`src/rtl/uart_rx_param.sv`:
```
// uart_rx_param: parametrised UART receiver with mid-bit 3-sample majority vote, parity and framing checks
module uart_rx_param #(
  parameter int CLK_FREQ  = 50000000,
  parameter int UART_BPS  = 115200,
  parameter int DATA_BITS = 8,
  parameter int PARITY    = 0,
  parameter int STOP_BITS = 1
) (
  input  logic                 sys_clk,
  input  logic                 sys_rst,
  input  logic                 rx_en,
  input  logic                 rx_din,
  output logic [DATA_BITS-1:0] rx_data,
  output logic                 rx_valid,
  output logic                 rx_parity_err,
  output logic                 rx_frame_err,
  output logic                 rx_busy
);
  localparam int BPS_CNT = CLK_FREQ / UART_BPS;
  localparam int CW      = $clog2(BPS_CNT);
  localparam int MID     = BPS_CNT / 2;
  typedef enum logic [2:0] {S_IDLE, S_START, S_DATA, S_PARITY, S_STOP} state_t;
  state_t               state_q, state_d;
  logic [2:0]           sync_q, sync_d;
  logic [CW-1:0]        cnt_q, cnt_d;
  logic [3:0]           bit_q, bit_d;
  logic [1:0]           samp_q, samp_d;
  logic [DATA_BITS-1:0] shift_q, shift_d, data_q, data_d;
  logic                 perr_q, perr_d, ferr_q, ferr_d;
  logic                 valid_q, valid_d, rpe_q, rpe_d, rfe_q, rfe_d;
  logic                 rx_s, fall, wrap, sp, maj, exp_par, last_data;
  always_comb begin
    sync_d    = {sync_q[1:0], rx_din};
    rx_s      = sync_q[1];
    fall      = sync_q[2] & ~rx_s;
    wrap      = cnt_q == CW'(BPS_CNT - 1);
    sp        = cnt_q == CW'(MID + 1);
    maj       = (samp_q[0] & samp_q[1]) | (samp_q[0] & rx_s) | (samp_q[1] & rx_s);
    exp_par   = (PARITY == 1) ? ~^shift_q : ^shift_q;
    last_data = bit_q == 4'(DATA_BITS - 1);
    samp_d    = {cnt_q == CW'(MID) ? rx_s : samp_q[1], cnt_q == CW'(MID - 1) ? rx_s : samp_q[0]};
    state_d   = state_q;
    cnt_d     = wrap ? '0 : cnt_q + 1'b1;
    bit_d     = bit_q;
    shift_d   = shift_q;
    perr_d    = perr_q;
    ferr_d    = ferr_q;
    valid_d   = 1'b0;
    data_d    = data_q;
    rpe_d     = rpe_q;
    rfe_d     = rfe_q;
    case (state_q)
      S_IDLE: begin
        cnt_d = '0;
        bit_d = '0;
        if (rx_en && fall) begin
          state_d = S_START;
          perr_d  = 1'b0;
          ferr_d  = 1'b0;
        end
      end
      S_START: state_d = (sp && maj) ? S_IDLE : wrap ? S_DATA : S_START;
      S_DATA: begin
        if (sp) shift_d = {maj, shift_q[DATA_BITS-1:1]};
        if (wrap) begin
          bit_d   = last_data ? '0 : bit_q + 1'b1;
          state_d = !last_data ? S_DATA : (PARITY != 0) ? S_PARITY : S_STOP;
        end
      end
      S_PARITY: begin
        if (sp && maj != exp_par) perr_d = 1'b1;
        if (wrap) state_d = S_STOP;
      end
      S_STOP: begin
        if (sp && !maj) ferr_d = 1'b1;
        // the final stop bit ends the frame at its sample point so the next start edge is never missed
        if (sp && bit_q == 4'(STOP_BITS - 1)) begin
          state_d = S_IDLE;
          valid_d = 1'b1;
          data_d  = shift_q;
          rpe_d   = perr_q;
          rfe_d   = ferr_d;
        end else if (wrap) bit_d = bit_q + 1'b1;
      end
      default: state_d = S_IDLE;
    endcase
    if (!rx_en) begin
      state_d = S_IDLE;
      cnt_d   = '0;
      valid_d = 1'b0;
      data_d  = data_q;
      rpe_d   = rpe_q;
      rfe_d   = rfe_q;
    end
  end
  always_ff @(posedge sys_clk) begin
    if (sys_rst) begin
      state_q <= S_IDLE;
      sync_q  <= '1;
      cnt_q   <= '0;
      bit_q   <= '0;
      samp_q  <= '0;
      shift_q <= '0;
      data_q  <= '0;
      perr_q  <= 1'b0;
      ferr_q  <= 1'b0;
      valid_q <= 1'b0;
      rpe_q   <= 1'b0;
      rfe_q   <= 1'b0;
    end else begin
      state_q <= state_d;
      sync_q  <= sync_d;
      cnt_q   <= cnt_d;
      bit_q   <= bit_d;
      samp_q  <= samp_d;
      shift_q <= shift_d;
      data_q  <= data_d;
      perr_q  <= perr_d;
      ferr_q  <= ferr_d;
      valid_q <= valid_d;
      rpe_q   <= rpe_d;
      rfe_q   <= rfe_d;
    end
  end
  assign rx_data       = data_q;
  assign rx_valid      = valid_q;
  assign rx_parity_err = rpe_q;
  assign rx_frame_err  = rfe_q;
  assign rx_busy       = state_q != S_IDLE;
endmodule

```
`config.mk`:
```
export PLATFORM = sky130hd
export DESIGN_NAME = uart_rx_param
export DESIGN_NICKNAME = d
export VERILOG_FILES = /design/src/rtl/uart_rx_param.sv
export SDC_FILE = /design/constraint.sdc
export NUM_CORES = 1
export LEC_CHECK = 0
export CORE_AREA = 2 2 60 67
export DETAILED_ROUTE_END_ITERATION = 8
export DIE_AREA = 0 0 62 69
export HOLD_SLACK_MARGIN = 0.06
export PLACE_DENSITY = 0.77
export SYNTH_ARGS = -nofsm -noshare
export SYNTH_HDL_FRONTEND = slang
export SYNTH_SLANG_ARGS = --single-unit
export TNS_END_PERCENT = 20
```
`constraint.sdc`:
```
create_clock -name sys_clk -period 5.2 [get_ports sys_clk]
set_input_delay 1.04 -clock sys_clk [delete_from_list [all_inputs] [get_ports sys_clk]]
set_output_delay 1.04 -clock sys_clk [all_outputs]
set_load 0.005 [all_outputs]
```
== After elaboration in Yosys (flattened, before gate mapping) ==
Cells that the tools add are included.

* Input port bits: 4
* Output and inout port bits: 12
* Bits in registers: 42

* Mux-type cells: 19
* Bitwise logic cells: 9
* Equal/unequal tests: 17
* Reductions and logical operators: 22
* Add/sub/neg operators: 2

{| class="wikitable"
|+ Operators by type and width
! operator !! count
|-
| $eq 9x8->1 const B || 3
|-
| $mux 4 || 4
|-
| $mux 3 || 5
|-
| $pmux 3 s5 || 1
|-
| $ne 2x2->1 const B || 7
|-
| $pmux 4 s3 || 1
|-
| $add 9x1->9 const B || 1
|-
| $eq 9x9->1 const B || 1
|-
| $reduce_and 4->1 || 2
|-
| $reduce_xor 8->1 || 1
|-
| $eq 3x2->1 const B || 2
|-
| $reduce_and 3->1 || 2
|-
| $reduce_bool 3->1 || 2
|-
| $logic_and 1x1->1 || 5
|-
| $add 4x1->4 const B || 1
|-
| $and 1x1->1 || 4
|-
| $eq 4x3->1 const B || 1
|-
| $logic_not 4->1 || 1
|-
| $mux 1 || 4
|-
| $mux 2 || 2
|-
| $pmux 1 s2 || 2
|-
| $reduce_and 2->1 || 2
|-
| $reduce_bool 2->1 || 2
|-
| $reduce_or 4->1 || 1
|-
| other kinds (9) || 12
|}

== Depth between registers and ports, before layout ==
Gate-level depths: netlist (run 1).

* Depth after elaboration: 7
* Mapped depth: 9

== Worst setup path after synthesis (run 1) ==
OpenSTA, ideal clock, no wires.

* Path type: register to register
* Start point: register cnt_q[0]
* End point: register shift_q[7]
* Library setup time: 0.128 ns
* Buffers on the path: 2
* Path slack: 3.181 ns
* Arrival time: 1.891 ns
* Cell stages (with the launch flop): 10
* Cells stage by stage: dfxtp_1 -> inv_1 -> ha_1 -> inv_1 -> or4b_1 -> buf_2 -> or3b_1 -> buf_6 -> mux2i_1 -> nor2_1

* Longest elaborated chain between the ends: 2

{| class="wikitable"
|+ Ends and longest elaborated chain
! element !! line !! source
|-
| from (decl) || 25 || <nowiki>logic [CW-1:0] cnt_q, cnt_d;</nowiki>
|-
| from (signal assigned) || 113 || <nowiki>cnt_q <= cnt_d;</nowiki>
|-
| $eq 9x8->1 || 37 || <nowiki>sp = cnt_q == CW'(MID + 1);</nowiki>
|-
| $reduce_and 2->1 (no line) || -- ||
|-
| to (signal assigned) || 116 || <nowiki>shift_q <= shift_d;</nowiki>
|-
| to (decl) || 28 || <nowiki>logic [DATA_BITS-1:0] shift_q, shift_d, data_q, data_d;</nowiki>
|}

No other way between the ends.
A chain may end at the register's enable or synchronous reset.

== Worst setup path in the final report (run 1) ==
* Start point: input sys_rst
* End point: register cnt_q[2]

* Longest elaborated chain between the ends: 1

{| class="wikitable"
|+ Ends and longest elaborated chain
! element !! line !! source
|-
| from (decl) || 10 || <nowiki>input logic sys_rst,</nowiki>
|-
| $reduce_or 4->1 (no line) || -- ||
|}

No other way between the ends.

==> metrics, run 1 <==
Clock Path Buffers 2; crit path kind input pin to register; post-DR vias/cell ~5.2; Initial Util between 50% and 60%; skew final 0.00953 ns; final WL around 3200 microns; sequential share of the synthesized area 44.1%; FP Rows 23; CP top delay family buffers and inverters; Post-DP HPWL 2260 microns; latest clock arrival within the worst-skew pair 0.30 ns; final hold viol count 0; mapped cell area ~1900 sq um; fin crit share 54.8%; Synth Flop Type dfxtp_1; Hold WC Path Type register to register; Fmax achieved 351 MHz; drt first pass iters 4; Worst Path Buf+Inv 2; Clock transition at path regs 0.07 ns; # setup viols final 0; WL/cell approximately 12 microns; status completed; All-Layer GR Usage 16.5%; global-route wire length before repair 5400 microns; vias in the first global route 1269; Core ar. 3600 sq um; GR Overflow Total 0; Max Slew Vio Count 0; asr flop ratio synth 0%; Placed Area 2070 sq um; peak supply drop 0.000205 V; largest net degree at the start of global routing 30; WHS 0.415 ns; slowest CP cell clkdlybuf4s50_1; Die Height 69 microns; clock sink total 42; post-cts resize count 0; Critical Path Source Type input pin; initial antenna violation count 0; Finished Cell Area 2180 sq um; post-synth top area share 44.1%; gp weighted congestion 0.876; crit path time final about 2.9 ns; synth unique cells 42; most area-consuming cells after synthesis dfxtp_1, mux2i_1, nor2_1; CTS tree done; Max-Cap Viols 0; number of CTS-inserted buffers 5; top fanout value on the critical path 29; CP required 5.43 ns; CTS root buf clkbuf_8; FF+latch count, synth 42; Leakage Power 0.000776 uW; via count roughly 1400; die area 4280 sq um; Final ANT Viol Nets 0; area leader, netlist dfxtp_1; nets around 230; count of input and output buffers 15; DP Worst Slack around 2.0 ns; Gate Count Post-Synth between 200 and 250; Critical Path AT 3.08 ns; DRC viols 0; CTS hold repair buffers 0; Ant. Diodes 0; post-CTS setup buffers 0; Synth Warn # 0; setup TNS 0 ns; Die X 62 microns; top-count cell post-synth dfxtp_1; CP cell instances clkdlybuf4s50_1, inv_1, nand2_1, or3_1, nor2_1; DRT iter0 DRCs between 60 and 70; relative slew slack roughly 30%; most common library cells after synthesis dfxtp_1, nor2_1, mux2i_1; Final WS setup 2.35 ns; Syn-to-layout area delta 14.3%; worst-margin pin slew 1.05 ns; I/O Pins 16; EDFF count, synth 0; Slowest Stage Delay on Critical Path 0.88 ns; share of cells above drive strength 1 6.31%; pwr dens 268 nW/um^2; CP endpoint kind register; RSZ-0062 raised after global routing false; CTS H-tree depth 2; Post-Syn Nets 219; Post-Syn Area per Cell 9.13 sq um
## cell families after synthesis
family | count (synthesis) | share of synthesized area (%)
adders and majority gates | 9 | 5.51
DFF | 42 | 44.1
buffers and inverters | 21 | 4.79
xor gates and xnor gates | 15 | 6.89
muxes | 18 | 9.44
and+or+nand+nor | 87 | 23.4
AOI/OAI and AO/OA | 17 | 5.90
## cell type report
type                       count  area, sq um
multi-input combinational    146          976
sequential                    42          841
fill                         324         1420
clock buffer                   6         72.6
tap                           50         62.6
inverter                      11         41.3
clock inverter                 2         37.5
timing repair buffer          15          150
## final timing paths
check / from / to / slack (ns) / depth (start not counted)
setup / recovery: sys_rst / cnt_q[2] / 2.35 / 5
hold / removal: sync_q[0] / sync_q[1] / 0.41 / 1
setup reg to reg: cnt_q[0] / rx_parity_err / 2.57 / 7
hold reg to reg: sync_q[0] / sync_q[1] / 0.41 / 1
## through the flow
| stage | instances | power [uW] | utilization [%] |
|---|---|---|---|
| finish | 272 | 585 | 60.6 |
| global route | 272 | 604 | 60.6 |
| CTS | 272 | 592 | 60.6 |
| detailed placement | 264 | 340 | 57.6 |
| global placement | 264 | 340 | 57.6 |
| floorplan | 209 | 336 | - |
## layer usage
layer  part of all wire [%]  track usage (%)
met1                     47             20.8
met2                     48             25.6
met3                    3.3             4.50
met4                    2.1             7.09
met5                      0                0
## power breakdown
group          internal (uW)  leakage [uW]  switching [uW]
clock network            143     0.0000514             109
registers                322      0.000339           0.886
logic                   3.40      0.000386            5.39
total                    469      0.000776             116
## sequential cells by signal, indices dropped and copies added (netlist names)
register and flops:
samp_q 2, state_q 3, rx_valid 1, ferr_q 1
cnt_q 9, bit_q 4, rx_parity_err 1, sync_q 3
rx_data 8, perr_q 1, shift_q 8, rx_frame_err 1
## placed cells by master, fill, tap and decap left out, drive strengths merged, types with 2 or more instances in the layout
| cell type | count |
|---|---|
| and2 | 2 |
| mux2i | 18 |
| nand4b | 2 |
| o31ai | 2 |
| xor2 | 2 |
| nand3 | 8 |
| nor2b | 4 |
| nand2 | 10 |
| a22oi | 2 |
| nor2 | 39 |
| clkbuf | 6 |
| clkdlybuf4s50 | 15 |
| a211oi | 2 |
| ha | 6 |
| dfxtp | 42 |
| a21oi | 5 |
| or3b | 2 |
| or4 | 2 |
| inv | 11 |
| o21ai | 2 |
| or2 | 3 |
| xnor2 | 13 |
| maj3 | 3 |
| nor3 | 6 |
Note: power is estimated with default switching activity, not from simulation.
==> run 2, diff against run 1 <==
Clock period 5.2 ns to 2.7 ns, I/O delays scaled along.
==> run 2 against run 1 <==
- hold slack worse by 0.0084 ns
- highest routed layer unchanged
- first-iteration DRC count down 23%
- sequential power grew 93%
==> metrics, run 2 (synthesis gave the netlist of run 1 again) <==
top sig layer met4; setup TNS 0 ns; # setup viols final 0; WL met1 1600 microns; nets ~230; FP Rows 23; clock power share 38.5%; Die Height 69 microns; Flop pwr share between 50% and 60%; NetSw 232 uW; WL met2 1450 microns; global-route wire length before repair around 5500 microns; power share of the combinational group about 1.8%; max reg flops 9; Finished Cell Area 2180 sq um; die area 4280 sq um; largest net degree at the start of global routing 26; worst-margin pin slew approximately 0.43 ns; Post-DP HPWL 2290 microns; DRC viols 0; Final ANT Viol Nets 0; relative slew slack between 70 and 80%; CTS root buf clkbuf_8; hold depth 1; Die X 62 microns; drt first pass iters 4; post-cts resize count 0; initial antenna violation count 0; GR Overflow Total 0; status completed; WHS Endpoint sync_q[1]; Critical Path AT 2.44 ns; latest clock arrival within the worst-skew pair a little under 0.3 ns; post-DR vias/cell 5.01; final hold viol count 0; number of CTS-inserted buffers 5; share of cells above drive strength 1 under 10%; Cell Int Power around 800 uW; via count 1374; DR WL met3 84 microns; Core ar. 3600 sq um; vias in the first global route 1273; gp weighted congestion 0.740; CTS hold repair buffers 0; clock sink total 42; Crit. Startpoint cnt_q[0]; Initial Util 53.0%; worst reg2reg path endpoint shift_q[5]; Clock Path Buffers 2; CTS tree done; CTS H-tree depth 2; DRT iter0 DRCs 49; Max-Cap Viols 0; Clock transition at path regs 0.08 ns; post-CTS setup buffers 0; Critical Path Source Type register; skew final 0.00761 ns; pwr dens 479 nW/um^2; RSZ-0062 raised after global routing false; commonest non-fill, non-tap cell in the layout dfxtp_1; most frequent cells in the layout dfxtp_1, nor2_1, mux2i_1, clkdlybuf4s50_1, xnor2_1; Leakage Power about 0.00078 uW; Hold WC Path Type register to register; Placed Area approximately 2100 sq um; R2R cell count 7; WL/cell 11.6 microns; crit path kind register to register; Ant. Diodes 0; All-Layer GR Usage approximately 16%; Core Util, Final 60.5%; fin crit share 83.8%; CP required 2.88 ns; peak supply drop 0.000346 V; Syn-to-layout area delta 14.0%; top fanout value on the critical path 8; worst reg2reg path startpoint cnt_q[0]; CP endpoint kind register; switch share 22.3%; count of input and output buffers 15; I/O Pins 16; WHS 0.406 ns; final WL roughly 3200 microns; min-delay src sync_q[0]; Top reg by flops cnt_q; crit path time final between 2 and 2.5 ns; Fmax achieved 442 MHz; Max Slew Vio Count 0; register-to-register setup slack 0.44 ns
-- run 2: cell types whose count changed in the layout (fill, tap and decap cells not counted), sizes merged --
| cell | before | now |
|---|---|---|
| buf | 0 | 2 |
| clkinv | 0 | 2 |
| bufinv | 1 | 0 |
| clkbuf | 6 | 5 |
-- run 2: power by group through the flow --
stage               registers (uW)  logic, uW  clock network, uW
floorplan                      636       10.7                  0
global placement               637       18.8                  0
detailed placement             637       19.0                  0
CTS                            622       19.1                416
global route                   623       21.1                439
finish                         622       18.9                401
-- run 2: routing by layer --
metal / track usage (%) / vias up
met2: 24.1 / 15
met4: 5.67 / 0
li1: - / 734
met3: 5.07 / 5
met5: 0 / -
met1: 22.5 / 620
-- run 2: worst max-delay path, cell delays in order, from the launching register on --
cell and delay [ns]:
dfxtp_1 0.35, inv_1 0.09, ha_1 0.14, inv_1 0.03, or4b_1 0.65, or3b_1 0.61, mux2i_1 0.24, nor2_1 0.06
-- run 2: how the worst max path moves through the flow --
| stage | to | slack (ns) |
|---|---|---|
| final | shift_q[5] | 0.44 |
| after floorplan | shift_q[7] | 0.68 |
| after global placement | shift_q[4] | 0.51 |
| after CTS | shift_q[5] | 0.42 |
| after global routing | shift_q[0] | 0.27 |
| after detailed placement | shift_q[6] | 0.45 |
-- run 2: layout make-up --
| type | count | area, sq um |
|---|---|---|
| Fill cell | 327 | 1420 |
| Multi-Input combinational cell | 146 | 976 |
| Sequential cell | 42 | 841 |
| Timing Repair Buffer | 17 | 165 |
| Clock buffer | 5 | 68.8 |
| Tap cell | 50 | 62.6 |
| Inverter | 11 | 41.3 |
| Clock inverter | 3 | 21.3 |
-- run 2: through the flow --
stage	cells	setup WS [ns]	power, uW
finish	274	0.439	1040
global route	274	0.271	1080
CTS	274	0.419	1060
detailed placement	266	0.447	656
global placement	266	0.506	656
floorplan	209	0.681	647
